`src/rtl/muldiv_pkg.sv`:
```
// Shared definitions for the iterative multiply/divide unit.
// Optional feature macro: MULDIV_SIGNED_EN (signed operands, adds the FIX state).
package muldiv_pkg;

  localparam int DATA_W     = 32;
  localparam int ITER_COUNT = 32;

  localparam logic OP_MUL = 1'b0;
  localparam logic OP_DIV = 1'b1;

`ifdef MULDIV_SIGNED_EN
  typedef enum logic [1:0] {
    IDLE = 2'd0,
    RUN  = 2'd1,
    FIX  = 2'd2,
    DONE = 2'd3
  } state_t;
`else
  typedef enum logic [1:0] {
    IDLE = 2'd0,
    RUN  = 2'd1,
    DONE = 2'd3
  } state_t;
`endif

endpackage

```
`src/rtl/muldiv_addsub.sv`:
```
// 33-bit adder/subtractor shared by shift-add multiply and restoring divide.
module muldiv_addsub
  import muldiv_pkg::*;
(
  input  logic [DATA_W:0] a,
  input  logic [DATA_W:0] b,
  input  logic            sub,
  output logic [DATA_W:0] sum
);

  // Two's-complement subtract folds into the add via invert and carry-in.
  assign sum = a + (sub ? ~b : b) + {{DATA_W{1'b0}}, sub};

endmodule

```
`src/rtl/muldiv_unit.sv`:
```
// Iterative 32x32 multiply / 32/32 divide, one bit per cycle, HI/LO results.
// Optional feature macro: MULDIV_SIGNED_EN (signed operands via abs/fix-up).
module muldiv_unit
  import muldiv_pkg::*;
(
  input  logic              clk,
  input  logic              rst_n,
  input  logic              start,
  input  logic              op,
  input  logic              signed_op,
  input  logic [DATA_W-1:0] src_a,
  input  logic [DATA_W-1:0] src_b,
  output logic              busy,
  output logic              done,
  output logic              div_by_zero,
  output logic [DATA_W-1:0] hi,
  output logic [DATA_W-1:0] lo
);

  localparam int CNT_W = $clog2(ITER_COUNT);

  state_t            state, state_nxt;
  logic [CNT_W-1:0]  iter_cnt;
  logic              op_q;
  logic [DATA_W-1:0] opb;
  logic [DATA_W-1:0] acc_hi, acc_lo;
  logic              accept, div_zero_req, last_iter;
  logic [DATA_W:0]   as_a, as_b, as_sum;
  logic              as_sub;
  logic [DATA_W:0]   mul_pre;
  logic [DATA_W-1:0] step_hi, step_lo;
  logic [DATA_W-1:0] ld_a, ld_b;

`ifdef MULDIV_SIGNED_EN
  logic                signed_q, neg_res, neg_rem;
  logic [DATA_W-1:0]   fix_hi, fix_lo;
  logic [2*DATA_W-1:0] prod_neg;
`else
  logic unused_signed_op;
  assign unused_signed_op = signed_op;
`endif

  assign accept       = start && ((state == IDLE) || (state == DONE));
  assign div_zero_req = (op == OP_DIV) && (src_b == '0);
  assign last_iter    = (iter_cnt == CNT_W'(ITER_COUNT - 1));

  muldiv_addsub u_addsub (
    .a   (as_a),
    .b   (as_b),
    .sub (as_sub),
    .sum (as_sum)
  );

  // One iteration: multiply keeps {acc_hi,acc_lo} as the 64-bit accumulator with
  // the multiplier shifting out of acc_lo; divide keeps the remainder in acc_hi
  // and shifts dividend bits out / quotient bits into acc_lo.
  always_comb begin
    as_sub  = (op_q == OP_DIV);
    as_b    = {1'b0, opb};
    as_a    = as_sub ? {acc_hi, acc_lo[DATA_W-1]} : {1'b0, acc_hi};
    mul_pre = acc_lo[0] ? as_sum : {1'b0, acc_hi};
    if (as_sub) begin
      // Remainder < divisor keeps a non-negative difference below 2^32, so
      // bit 32 of the 33-bit result is set only when the trial subtract fails.
      if (!as_sum[DATA_W]) begin
        step_hi = as_sum[DATA_W-1:0];
        step_lo = {acc_lo[DATA_W-2:0], 1'b1};
      end else begin
        step_hi = as_a[DATA_W-1:0];
        step_lo = {acc_lo[DATA_W-2:0], 1'b0};
      end
    end else begin
      step_hi = mul_pre[DATA_W:1];
      step_lo = {mul_pre[0], acc_lo[DATA_W-1:1]};
    end
  end

  // Operand conditioning at load time: magnitudes for signed requests.
  always_comb begin
`ifdef MULDIV_SIGNED_EN
    ld_a = (signed_op && src_a[DATA_W-1]) ? -src_a : src_a;
    ld_b = (signed_op && src_b[DATA_W-1]) ? -src_b : src_b;
`else
    ld_a = src_a;
    ld_b = src_b;
`endif
  end

`ifdef MULDIV_SIGNED_EN
  // Sign fix-up applied to the unsigned core result on the FIX -> DONE edge.
  always_comb begin
    prod_neg = -{acc_hi, acc_lo};
    if (op_q == OP_MUL) begin
      {fix_hi, fix_lo} = neg_res ? prod_neg : {acc_hi, acc_lo};
    end else begin
      fix_lo = neg_res ? -acc_lo : acc_lo;
      fix_hi = neg_rem ? -acc_hi : acc_hi;
    end
  end
`endif

  // State register.
  always_ff @(posedge clk) begin
    if (!rst_n) state <= IDLE;
    else        state <= state_nxt;
  end

  // Next-state logic.
  always_comb begin
    state_nxt = state;
    case (state)
      IDLE, DONE: begin
        if (start) state_nxt = div_zero_req ? DONE : RUN;
        else       state_nxt = IDLE;
      end
      RUN: begin
        if (last_iter) begin
`ifdef MULDIV_SIGNED_EN
          state_nxt = signed_q ? FIX : DONE;
`else
          state_nxt = DONE;
`endif
        end
      end
`ifdef MULDIV_SIGNED_EN
      FIX:     state_nxt = DONE;
`endif
      default: state_nxt = IDLE;
    endcase
  end

  // Status outputs decoded from state.
  always_comb begin
`ifdef MULDIV_SIGNED_EN
    busy = (state == RUN) || (state == FIX);
`else
    busy = (state == RUN);
`endif
    done = (state == DONE);
  end

  // Operand latch, iteration datapath and HI/LO result registers.
  always_ff @(posedge clk) begin
    if (!rst_n) begin
      op_q        <= OP_MUL;
      opb         <= '0;
      acc_hi      <= '0;
      acc_lo      <= '0;
      iter_cnt    <= '0;
      div_by_zero <= 1'b0;
      hi          <= '0;
      lo          <= '0;
`ifdef MULDIV_SIGNED_EN
      signed_q    <= 1'b0;
      neg_res     <= 1'b0;
      neg_rem     <= 1'b0;
`endif
    end else if (accept) begin
      op_q        <= op;
      opb         <= ld_b;
      acc_hi      <= '0;
      acc_lo      <= ld_a;
      iter_cnt    <= '0;
      div_by_zero <= div_zero_req;
      if (div_zero_req) begin
        hi <= '0;
        lo <= '0;
      end
`ifdef MULDIV_SIGNED_EN
      signed_q    <= signed_op;
      neg_res     <= signed_op && (src_a[DATA_W-1] ^ src_b[DATA_W-1]);
      neg_rem     <= signed_op && src_a[DATA_W-1];
`endif
    end else begin
      case (state)
        RUN: begin
          acc_hi   <= step_hi;
          acc_lo   <= step_lo;
          iter_cnt <= iter_cnt + CNT_W'(1);
`ifdef MULDIV_SIGNED_EN
          if (last_iter && !signed_q) begin
`else
          if (last_iter) begin
`endif
            hi <= step_hi;
            lo <= step_lo;
          end
        end
`ifdef MULDIV_SIGNED_EN
        FIX: begin
          hi <= fix_hi;
          lo <= fix_lo;
        end
`endif
        default: ;
      endcase
    end
  end

endmodule

```
`config.mk`:
```
export PLATFORM = sky130hd
export DESIGN_NAME = muldiv_unit
export DESIGN_NICKNAME = d
export VERILOG_FILES = /design/src/rtl/muldiv_pkg.sv /design/src/rtl/muldiv_addsub.sv /design/src/rtl/muldiv_unit.sv
export SDC_FILE = /design/constraint.sdc
export NUM_CORES = 1
export LEC_CHECK = 0
export BUFFER_PORTS_ARGS = -buffer_cell sky130_fd_sc_hd__buf_2
export CAP_MARGIN = 20
export CORE_MARGIN = 5
export CORE_UTILIZATION = 57
export DETAILED_ROUTE_END_ITERATION = 12
export PLACE_DENSITY = 0.79
export SETUP_SLACK_MARGIN = 0.5
export SLEW_MARGIN = 20
export SYNTH_ARGS = -nofsm -noshare
export SYNTH_HDL_FRONTEND = slang
export SYNTH_SLANG_ARGS = --single-unit
```
`constraint.sdc`:
```
create_clock -name clk -period 11.1 [get_ports clk]
set_clock_uncertainty 0.15 [all_clocks]
set_input_delay 3.33 -clock clk [delete_from_list [all_inputs] [get_ports clk]]
set_output_delay 3.33 -clock clk [all_outputs]
set_load 0.05 [all_outputs]
```
==> results.md <==
- Setup Total Neg Slack: 0 ns
- Area of the core: 18600 um^2
- Setup crit end kind: flop
- CP most frequent cell: buf_4
- Relative max-transition margin: 36.7%
- Hold Buf Count CTS: 0
- Crit Path Category: reg2reg
- Die Y: 147 um
- LEAKAGE: 0.00489 uW
- Initial antenna violation count: 2
- Slew @ Worst Pin: 0.943 ns
- Synth Warn #: 0
- Commonest cells after routing, fill and taps aside: nand2_1 (248), dfxtp_1 (167), buf_2 (134)
- Hold wc startpoint: hi[27]
- Post-synth EDFFs: 0
- CTS tree: built
- Layout cells sized above 1: 17.2%
- Post-route minimum period: 6.21 ns
- Synthesized net count: 1442
- Simple-gate area share of the yosys netlist: 18.7%
- Type of the worst min-delay path: reg2reg
- Gpl congestion: 0.949
- Mapped Area: 10700 um^2
- Vias/cell: 6.18
- H-tree depth: 4
- Power per Cell Area: 126 nW/um^2
- Post-CTS setup buffer count: 0
- Root Driver: clkbuf_16
- Async set or reset register ratio after synthesis: 0%
- I/O pins: 136
- CTS Buf Count: 17
- Largest net degree at the start of global routing: 103
- Clock latency on the worst-skew pair: 0.44 ns
- CTS clk-pin slew, worst paths: 0.07 ns
- Register bit total from synthesis: 169
- Post-synthesis xor/xnor area fraction: 5.14%
- CTS max path bufs: 2
- Status: finished clean
- Largest family of logic cells by synthesized area: compound AO/OA/AOI/OAI gates
- Commonest non-fill, non-tap cell in the layout: nand2_1
- Vias in the first global route: 9661
- Hold Fails Final Rpt: 0
- Total GRT Usage: 28.2%
- Antenna Diode Count: 0
- Total power: 1500 uW
- Crit share post-route: 55.9%
- TritonRoute pass-1 iters: 5
- Mux cell area share after synthesis: 6.14%
- Die X: 147 um
- DRC: 0
- Max frequency: 161 MHz
- Worst hold path depth: 2
- Vias: 10.2k
- Effective utilization at floorplan: 57.6%
- CP peak stage delay: 0.78 ns
- Worst Hold End: hi[27]
- WP data arrival: 6.38 ns
- Die footprint: 21700 um^2
- Seq/Total Area, Yosys: 31.5%
- Synth Instances: 1336
- Syn avg cell area: 8.04 um^2
- Rows: 50
- Area growth from synthesis to final layout: 11.2%
- RSZ-0062 raised after global routing: false
- Peak VDD IR: 0.110 mV
- Drt wl/cell: 19.0 um
- Post-synth top flop: dfxtp_1
- Grt ovf: 0
- Synth unique cells: 76
- Post-synthesis adder-cell area fraction: 4.38%
- Worst Reg-to-Reg Cells: 13
- Number of routed nets with antenna violations: 0
- First-pass GRT wire length: 49900 um
- Post-layout net count: 1506
- Worst Path Required: 11.27 ns
- Max Cap Violations: 0
- Crit path max fanout: 70
- CP max stage cell: buf_4
- Setup crit start kind: flop
- Slew Viols, Final: 0
- PortBufs: 134
- Critical path cell sequence: buf_4, buf_4, and3b_1, nor2_1, fa_1, a211oi_2, o21ai_2, o2111a_2, o311a_4, o21ai_4, nand2_2, o211a_1, o32ai_1
- Reg2reg start: as_sub
- Synthesized-area fraction occupied by ao, oa, aoi and oai cells: 29.2%
- Reg2Reg Setup Slack: 4.89 ns
- R2R Path End: acc_hi[15]
- DR iter-0 viols: 836
- CTS resizes: 0
- Post-Route WL: 31300 um
- CTS sink cnt: 169
- Setup Viol. Count Final: 0
- Post-DP HPWL: 22300 um
==> synth_stat cells, types with 19 or more instances <==
library cell | n | area share, %
nand2_1 | 248 | 8.7
dfxtp_1 | 169 | 31
a21boi_0 | 97 | 6.8
nor2_1 | 80 | 2.8
clkbuf_1 | 71 | 2.5
a21oi_1 | 53 | 2.5
o21ai_0 | 53 | 2.5
xor2_1 | 46 | 3.7
mux2i_1 | 40 | 3.7
ha_1 | 36 | 4.2
a211oi_1 | 34 | 2.4
a22oi_1 | 29 | 2.0
nand3_1 | 27 | 1.3
mux2_2 | 23 | 2.4
o31ai_1 | 22 | 1.5
inv_1 | 19 | 0.66
nor2b_1 | 19 | 1.1
==> power breakdown <==
group | total, uW | internal [uW] | switching (uW)
registers | 644 | 625 | 18.8
clock network | 592 | 300 | 292
logic | 266 | 92.4 | 174
total | 1500 | 1020 | 484
==> worst max-delay path, delay by kind of cell, from the launching register on <==
family	cells	cell delay (ns)
buffers and inverters	2	1.46
adders and majority gates	1	0.45
DFF	1	0.59
and+or+nand+nor	3	0.94
AOI/OAI and AO/OA	7	2.43
==> flip-flops by register name, summed over array words and instances, names as in the netlist <==
name,flops
acc_hi,32
state,2
div_by_zero,1
acc_lo,32
lo,32
as_sub,1
hi,32
opb,32
iter_cnt,5
==> stage by stage <==
step / hold WS [ns] / instances / setup slack, ns / cell area (um^2) / util (%)
CTS: 0.304 / 1647 / 5.00 / 12000 / 64.1
global route: 0.326 / 1647 / 4.62 / 12000 / 64.1
floorplan: 0.305 / 1336 / 5.85 / 10700 / -
detailed placement: 0.287 / 1615 / 4.59 / 11400 / 61.0
global placement: 0.281 / 1615 / 4.64 / 11400 / 61.0
finish: 0.298 / 1647 / 4.89 / 12000 / 64.1
==> worst max-delay path by stage <==
stage / from / to
2_1_floorplan: start / hi[0]
3_3_place_gp: src_b[20] / hi[24]
3_5_place_dp: src_b[20] / hi[0]
4_1_cts: as_sub / acc_hi[15]
5_1_grt: as_sub / acc_hi[15]
6_report: as_sub / acc_hi[15]
==> final cells by class <==
class	count	area, um^2
clock buffers	17	425
clock inverters	15	159
fillers	1633	6690
inverters	20	75.1
multi-input cells	1046	6850
flip-flops and latches	169	3390
well taps	234	293
repair buffers	146	761
==> routing by layer <==
layer / GRT usage [%] / up-vias / routed length, um
met5: 0 / - / 27
met3: 5.95 / 91 / 2310
met1: 37.8 / 4731 / 13400
met2: 43.6 / 417 / 14100
met4: 13.0 / 4 / 1420
li1: - / 4940 / -
==> cell families (layout without fill, tap and decap cells) <==
kind of cell               count (synthesis)  count (layout)
and+or+nand+nor                          454             454
AOI/OAI and AO/OA                        429             429
DFF                                      169             169
buffers and inverters                    121             198
xor gates and xnor gates                  63              63
muxes                                     63              63
adders and majority gates                 37              37
No activity file was read; power rests on OpenSTA's default activity.
